$ cat config.mk
export PLATFORM = sky130hd
export DESIGN_NAME = rf_scoreboard
export DESIGN_NICKNAME = d
export VERILOG_FILES = /design/src/rtl/rf_scoreboard.sv
export SDC_FILE = /design/constraint.sdc
export NUM_CORES = 2
export LEC_CHECK = 0
export CAP_MARGIN = 20
export CORE_MARGIN = 8
export CORE_UTILIZATION = 51
export CTS_CLUSTER_DIAMETER = 100
export DETAILED_ROUTE_END_ITERATION = 6
export PLACE_DENSITY = 0.77
export RECOVER_POWER = 50
export SLEW_MARGIN = 0
export SYNTH_ARGS = -nofsm -noshare
export SYNTH_HDL_FRONTEND = slang
export SYNTH_SLANG_ARGS = --single-unit
$ cat constraint.sdc
create_clock -name clk -period 4.1 [get_ports clk]
set_input_delay 0.82 -clock clk [delete_from_list [all_inputs] [get_ports clk]]
set_output_delay 0.82 -clock clk [all_outputs]
set_load 0.005 [all_outputs]
$ cat src/rtl/rf_scoreboard.sv
// rf_scoreboard
// Multi-read-port register file for the pipelined RV32I core. It combines the
// architectural x0..x(2**ADDRESS_WIDTH-1) storage with a per-register count of
// in-flight producers, so decode can see whether each source is still pending.
//
// Ports
//   clk        rising-edge clock
//   rst_n      asynchronous active-low reset; clears data and counts
//   wr_en      write strobe (also retires one pending producer of wa)
//   wa, din    write address / data
//   ra         NUM_RD packed read addresses, port k at [k*ADDRESS_WIDTH +: ADDRESS_WIDTH]
//   rdata      NUM_RD packed read data, same packing, combinational
//   rbusy      per port: source still has an outstanding producer
//   iss_en     decode issues an instruction writing iss_rd
//   iss_rd     destination of the issued instruction
//   iss_stall  issue refused because the count for iss_rd is saturated
//   a0         debug tap of x10 (stored value, never bypassed)
module rf_scoreboard #(
    parameter int D_WIDTH       = 32,
    parameter int ADDRESS_WIDTH = 5,
    parameter int NUM_RD        = 2,
    parameter int CNT_W         = 2,
    parameter int BYPASS        = 1
) (
    input  logic                              clk,
    input  logic                              rst_n,
    input  logic                              wr_en,
    input  logic [ADDRESS_WIDTH-1:0]          wa,
    input  logic [D_WIDTH-1:0]                din,
    input  logic [NUM_RD*ADDRESS_WIDTH-1:0]   ra,
    output logic [NUM_RD*D_WIDTH-1:0]         rdata,
    output logic [NUM_RD-1:0]                 rbusy,
    input  logic                              iss_en,
    input  logic [ADDRESS_WIDTH-1:0]          iss_rd,
    output logic                              iss_stall,
    output logic [D_WIDTH-1:0]                a0
);

    localparam int                     DEPTH   = 2 ** ADDRESS_WIDTH;
    localparam logic [CNT_W-1:0]       CNT_MAX = {CNT_W{1'b1}};
    localparam logic [CNT_W-1:0]       CNT_ONE = CNT_W'(1);
    localparam logic [ADDRESS_WIDTH-1:0] A0_IDX = ADDRESS_WIDTH'(10);

    logic [D_WIDTH-1:0] regs_q [DEPTH];
    logic [D_WIDTH-1:0] regs_d [DEPTH];
    logic [CNT_W-1:0]   cnt_q  [DEPTH];
    logic [CNT_W-1:0]   cnt_d  [DEPTH];

    logic               wr_valid_s;
    logic               iss_stall_s;
    logic               iss_take_s;

    assign wr_valid_s = wr_en && (wa != '0);

    // Issue refusal: saturated count, unless a write to the same register
    // retires a producer on this very edge and frees a slot.
    always_comb begin
        iss_stall_s = 1'b0;
        if (iss_en && (iss_rd != '0) && (cnt_q[iss_rd] == CNT_MAX)
            && !(wr_en && (wa == iss_rd))) begin
            iss_stall_s = 1'b1;
        end else begin
            iss_stall_s = 1'b0;
        end
    end

    assign iss_stall  = iss_stall_s;
    assign iss_take_s = iss_en && (iss_rd != '0) && !iss_stall_s;

    // Next-state data: a valid write replaces one entry, x0 is never written.
    always_comb begin
        for (int r = 0; r < DEPTH; r++) begin
            regs_d[r] = (wr_valid_s && (wa == ADDRESS_WIDTH'(r))) ? din : regs_q[r];
        end
    end

    // Next-state counts: accepted issue increments, retiring write decrements
    // (only when non-zero so a stray write cannot underflow); both cancel.
    always_comb begin
        for (int r = 0; r < DEPTH; r++) begin
            cnt_d[r] = cnt_q[r];
            if (r != 0) begin
                case ({iss_take_s && (iss_rd == ADDRESS_WIDTH'(r)),
                       wr_en && (wa == ADDRESS_WIDTH'(r)) && (cnt_q[r] != '0)})
                    2'b10:   cnt_d[r] = cnt_q[r] + CNT_ONE;
                    2'b01:   cnt_d[r] = cnt_q[r] - CNT_ONE;
                    default: cnt_d[r] = cnt_q[r];
                endcase
            end else begin
                cnt_d[r] = '0;
            end
        end
    end

    // State registers for data and pending counts.
    always_ff @(posedge clk or negedge rst_n) begin
        if (!rst_n) begin
            for (int r = 0; r < DEPTH; r++) begin
                regs_q[r] <= '0;
                cnt_q[r]  <= '0;
            end
        end else begin
            for (int r = 0; r < DEPTH; r++) begin
                regs_q[r] <= regs_d[r];
                cnt_q[r]  <= cnt_d[r];
            end
        end
    end

    for (genvar k = 0; k < NUM_RD; k++) begin : g_rd
        logic [ADDRESS_WIDTH-1:0] ra_k_s;
        logic                     hit_k_s;
        logic [D_WIDTH-1:0]       rdata_k_s;
        logic                     rbusy_k_s;

        assign ra_k_s  = ra[k*ADDRESS_WIDTH +: ADDRESS_WIDTH];
        assign hit_k_s = (BYPASS != 0) && wr_en && (wa == ra_k_s) && (ra_k_s != '0);

        // Read port: x0 reads as idle zero; a bypass hit forwards din and
        // hides busy when the retiring write is the last pending producer.
        always_comb begin
            rdata_k_s = '0;
            rbusy_k_s = 1'b0;
            if (ra_k_s == '0) begin
                rdata_k_s = '0;
                rbusy_k_s = 1'b0;
            end else if (hit_k_s) begin
                rdata_k_s = din;
                rbusy_k_s = (cnt_q[ra_k_s] != '0) && (cnt_q[ra_k_s] != CNT_ONE);
            end else begin
                rdata_k_s = regs_q[ra_k_s];
                rbusy_k_s = (cnt_q[ra_k_s] != '0);
            end
        end

        assign rdata[k*D_WIDTH +: D_WIDTH] = rdata_k_s;
        assign rbusy[k]                    = rbusy_k_s;
    end

    assign a0 = regs_q[A0_IDX];

endmodule

==> run_results.csv <==
group,metric,value,unit
outcome,status,"finished, violations left",
outcome,violations,"DRC, capacitance limit, slew limit, setup timing",
cts,clockBufferDepth,3,
logic_synthesis,yosysMostFrequentCell,"dfrtp_1",
power,p_total,0.0341,W
power,powerDensity,483,nW/um^2
cts,cts_buffers,112,
critical_path,crit_required,3.28,ns
logic_synthesis,synth_top_family_by_area,"multiplexers",
place,globalplace.congestion,0.946,
drt,drt_iter0_drc,5718,
timing,slew_viol_final,103,
global_route,grt_max_degree,134,
critical_path,crit_cells,11,
critical_path,r2r_start,"cnt_q[24]",
die,coreArea,116000,sq um
min_path,hold_path.class,"reg2reg",
timing,finalSetupViolCount,3,
die,ioPinCount,155,
cts,cts.sink_count,1086,
critical_path,r2r_slack,1.61,ns
power,p_leak,30.7,nW
place,portBuffers,154,
timing,finalHoldWorstSlack,0.379,ns
cts,clk_latency,0.70,ns
global_route,antenna_found_initial,7,
critical_path,critPathMaxStageDelay,0.49,ns
die,die-width,359,um
logic_synthesis,syn_nets,4462,
flow_run,drv_cap,3,
critical_path,reg2reg_to,"cnt_q[25]",
logic_synthesis,synthMuxAreaShare,0.384,
critical_path,critPathBufInv,6,
timing,fin_setup_tns,-0.0666,ns
timing,clock_skew,0.0119,ns
logic_synthesis,seq_area_frac_synth,0.453,
logic_synthesis,synth_warnings,0,
timing,period_share,1.01,
global_route,grt.overflow.total,0,
layout,synthToLayoutAreaGrowth,17.8,%
critical_path,path_class,"in2out",
critical_path,worstPathMaxFanout,6,
power,peakVddDrop,0.355,mV
cts,clk_pin_slew,0.07,ns
logic_synthesis,synthAdderAreaFrac,0.00647,
critical_path,cp-startpoint,"wa[4]",
critical_path,cp-end-kind,"primary output",
logic_synthesis,synth_area,60000,sq um
logic_synthesis,synth-xor-area-share,0.0158,
drt,first_pass_iters,7,
power,p_switching,0.00985,W
timing,slew_headroom,-1.07,
logic_synthesis,synth_top_area_cell,"dfrtp_1",
power,power_frac_seq,0.439,
global_route,track_usage,0.311,
place,place_area,66100,sq um
cts,ctsHtreeMaxLevel,3,
logic_synthesis,synth_compound_area_frac,0.0515,
layout,fillers,8449,
power,internal-power,0.0243,W
logic_synthesis,ys_seq_elements,1086,
timing,fin_crit,4.16,ns
layout,final_layout_size_suffix_gt1_frac,0.467,
critical_path,critPathArrivalTime,3.34,ns
place,dp_hpwl,133000,um
power,clockPowerShare,0.324,
drt,vias_per_cell,7.02,
critical_path,cp_cell_sequence,"clkdlybuf4s15_2, buf_4, xnor2_1, nand4_1, or3_4, buf_4, buf_4, a21oi_1, a2111oi_2, buf_4, clkdlybuf4s50_1",
logic_synthesis,synthCells,4375,
layout,fin_area,70600,sq um
timing,max_freq,241,MHz
drt,vias,44000,
drt,antenna_left,0,
logic_synthesis,synth_top_cell_area_share,0.453,
logic_synthesis,ys_types,72,
logic_synthesis,synth_area_leaders,"dfrtp_1, mux4_2, mux2_2",
place,place_ws,-0.562,ns
logic_synthesis,synth_edf_count,0,
timing,rsz0062_at_grt,"yes",
power,combPwrFrac,0.237,
die,initial_core_util,0.515,
cts,clockRootBuffer,"clkbuf_16",
critical_path,worst-r2r-cell-count,9,
die,die_h,359,um
critical_path,critPathTopFamily,"buffers and inverters",
drt,wire_per_inst,33.2,um
global_route,grt_pass1_wl,304000,um
timing,hold_viol,0,
critical_path,endpoint,"rbusy[1]",
drt,wirelength,208000,um
logic_synthesis,synth_area_per_cell,13.7,sq um
die,die_area,129000,sq um
die,rows,125,
logic_synthesis,yosys.area_share.simple,0.0480,
timing,fin_ws,-0.0558,ns
logic_synthesis,ys_top_cells_by_count,"dfrtp_1, mux2_2, mux4_2",
critical_path,start_kind,"input port",
drt,drcViolationCount,3,
power,swShare,0.288,
critical_path,crit_slowest_cell,"clkdlybuf4s50_1",
layout,nets,4732,
global_route,grt_pass1_vias,45100,
cts,cts_tree,"done",
min_path,whs_path_depth,0,
critical_path,crit_top_cell,"buf_4",
timing,worst_slew_pin_slew,3.10,ns
logic_synthesis,synthArstFlopShare,1.00,
logic_synthesis,dominantRegCellSynth,"dfrtp_1",
## state kept, by name, indices dropped and copies added, names as in the netlist
name and count:
cnt_q 62, regs_q 992, a0 32
## metal layers
metal / vias up / part of all wire / track usage
li1: 17100 / - / -
met2: 3260 / 0.44 / 0.464
met5: - / 0.00027 / 0
met3: 806 / 0.13 / 0.0954
met4: 8 / 0.071 / 0.186
met1: 22800 / 0.35 / 0.400
## power groups by stage
stage / Combinational (W) / Sequential (W) / Clock (W)
after floorplan: 0.00553 / 0.0143 / 0
after global placement: 0.00763 / 0.0148 / 0
after detailed placement: 0.00786 / 0.0150 / 0
after CTS: 0.00796 / 0.0149 / 0.0111
after global routing: 0.00855 / 0.0152 / 0.0115
final: 0.00808 / 0.0150 / 0.0111
## worst min path at each step
| stage | slack (ns) | start | endpoint |
|---|---|---|---|
| after floorplan | 0.42 | regs_q[1002] | regs_q[1002] |
| after global placement | 0.36 | regs_q[1002] | regs_q[1002] |
| after detailed placement | 0.36 | regs_q[1011] | regs_q[1011] |
| after CTS | 0.03 | rst_n | regs_q[998] |
| after global routing | 0.38 | regs_q[1011] | regs_q[1011] |
| final | 0.38 | regs_q[1002] | regs_q[1002] |
## through the flow
stage | instances | util
after floorplan | 4375 | -
after global placement | 6023 | 0.568
after detailed placement | 6023 | 0.568
after CTS | 6233 | 0.603
after global routing | 6264 | 0.607
final | 6265 | 0.607
## logic make-up (layout without fill, tap and decap cells)
logic type | after synthesis | after routing
adder cells (fa/ha/maj) | 31 | 31
buffers and inverters | 519 | 884
AO/OA/AOI/OAI | 453 | 453
other | 0 | 1
XOR/XNOR | 108 | 108
AND/OR/NAND/NOR | 642 | 642
flip-flops | 1086 | 1086
multiplexers | 1536 | 1536
## area by class of cell
type | count | area [sq um] | area share
tap | 1524 | 1910 | 0.0270
clock buffer | 164 | 3350 | 0.0475
sequential | 1086 | 27200 | 0.385
timing repair buffer | 655 | 6760 | 0.0957
multi-input combinational | 2770 | 30700 | 0.435
antenna | 1 | 2.50 | 0.0000354
clock inverter | 45 | 642 | 0.00909
inverter | 20 | 81.3 | 0.00115
## cell usage in the layout (no fill, tap or decap), drive strengths merged, types with 23 or more instances in the layout
master / Yosys / layout
mux2: 917 / 917
a21oi: 47 / 47
mux2i: 100 / 100
clkbuf: 294 / 192
nand3: 79 / 79
nand2: 290 / 290
a22oi: 83 / 83
o21ai: 127 / 127
inv: 19 / 23
clkdlybuf4s50: 0 / 114
nor2: 139 / 139
mux4: 519 / 519
a221o: 25 / 25
buf: 205 / 485
a31oi: 32 / 32
xnor2: 75 / 75
nor2b: 27 / 27
ha: 31 / 31
dfrtp: 1086 / 1086
xor2: 33 / 33
## what timing repair did
action | CTS | global route
endpoints found under the setup margin | 67 | 48
buffers inserted | 1 | 26
hold buffers | 0 | 0
pin swaps | 2 | 12
cloned | 0 | 4
resized for setup | 41 | 73
No activity file was read; power rests on OpenSTA's default activity.
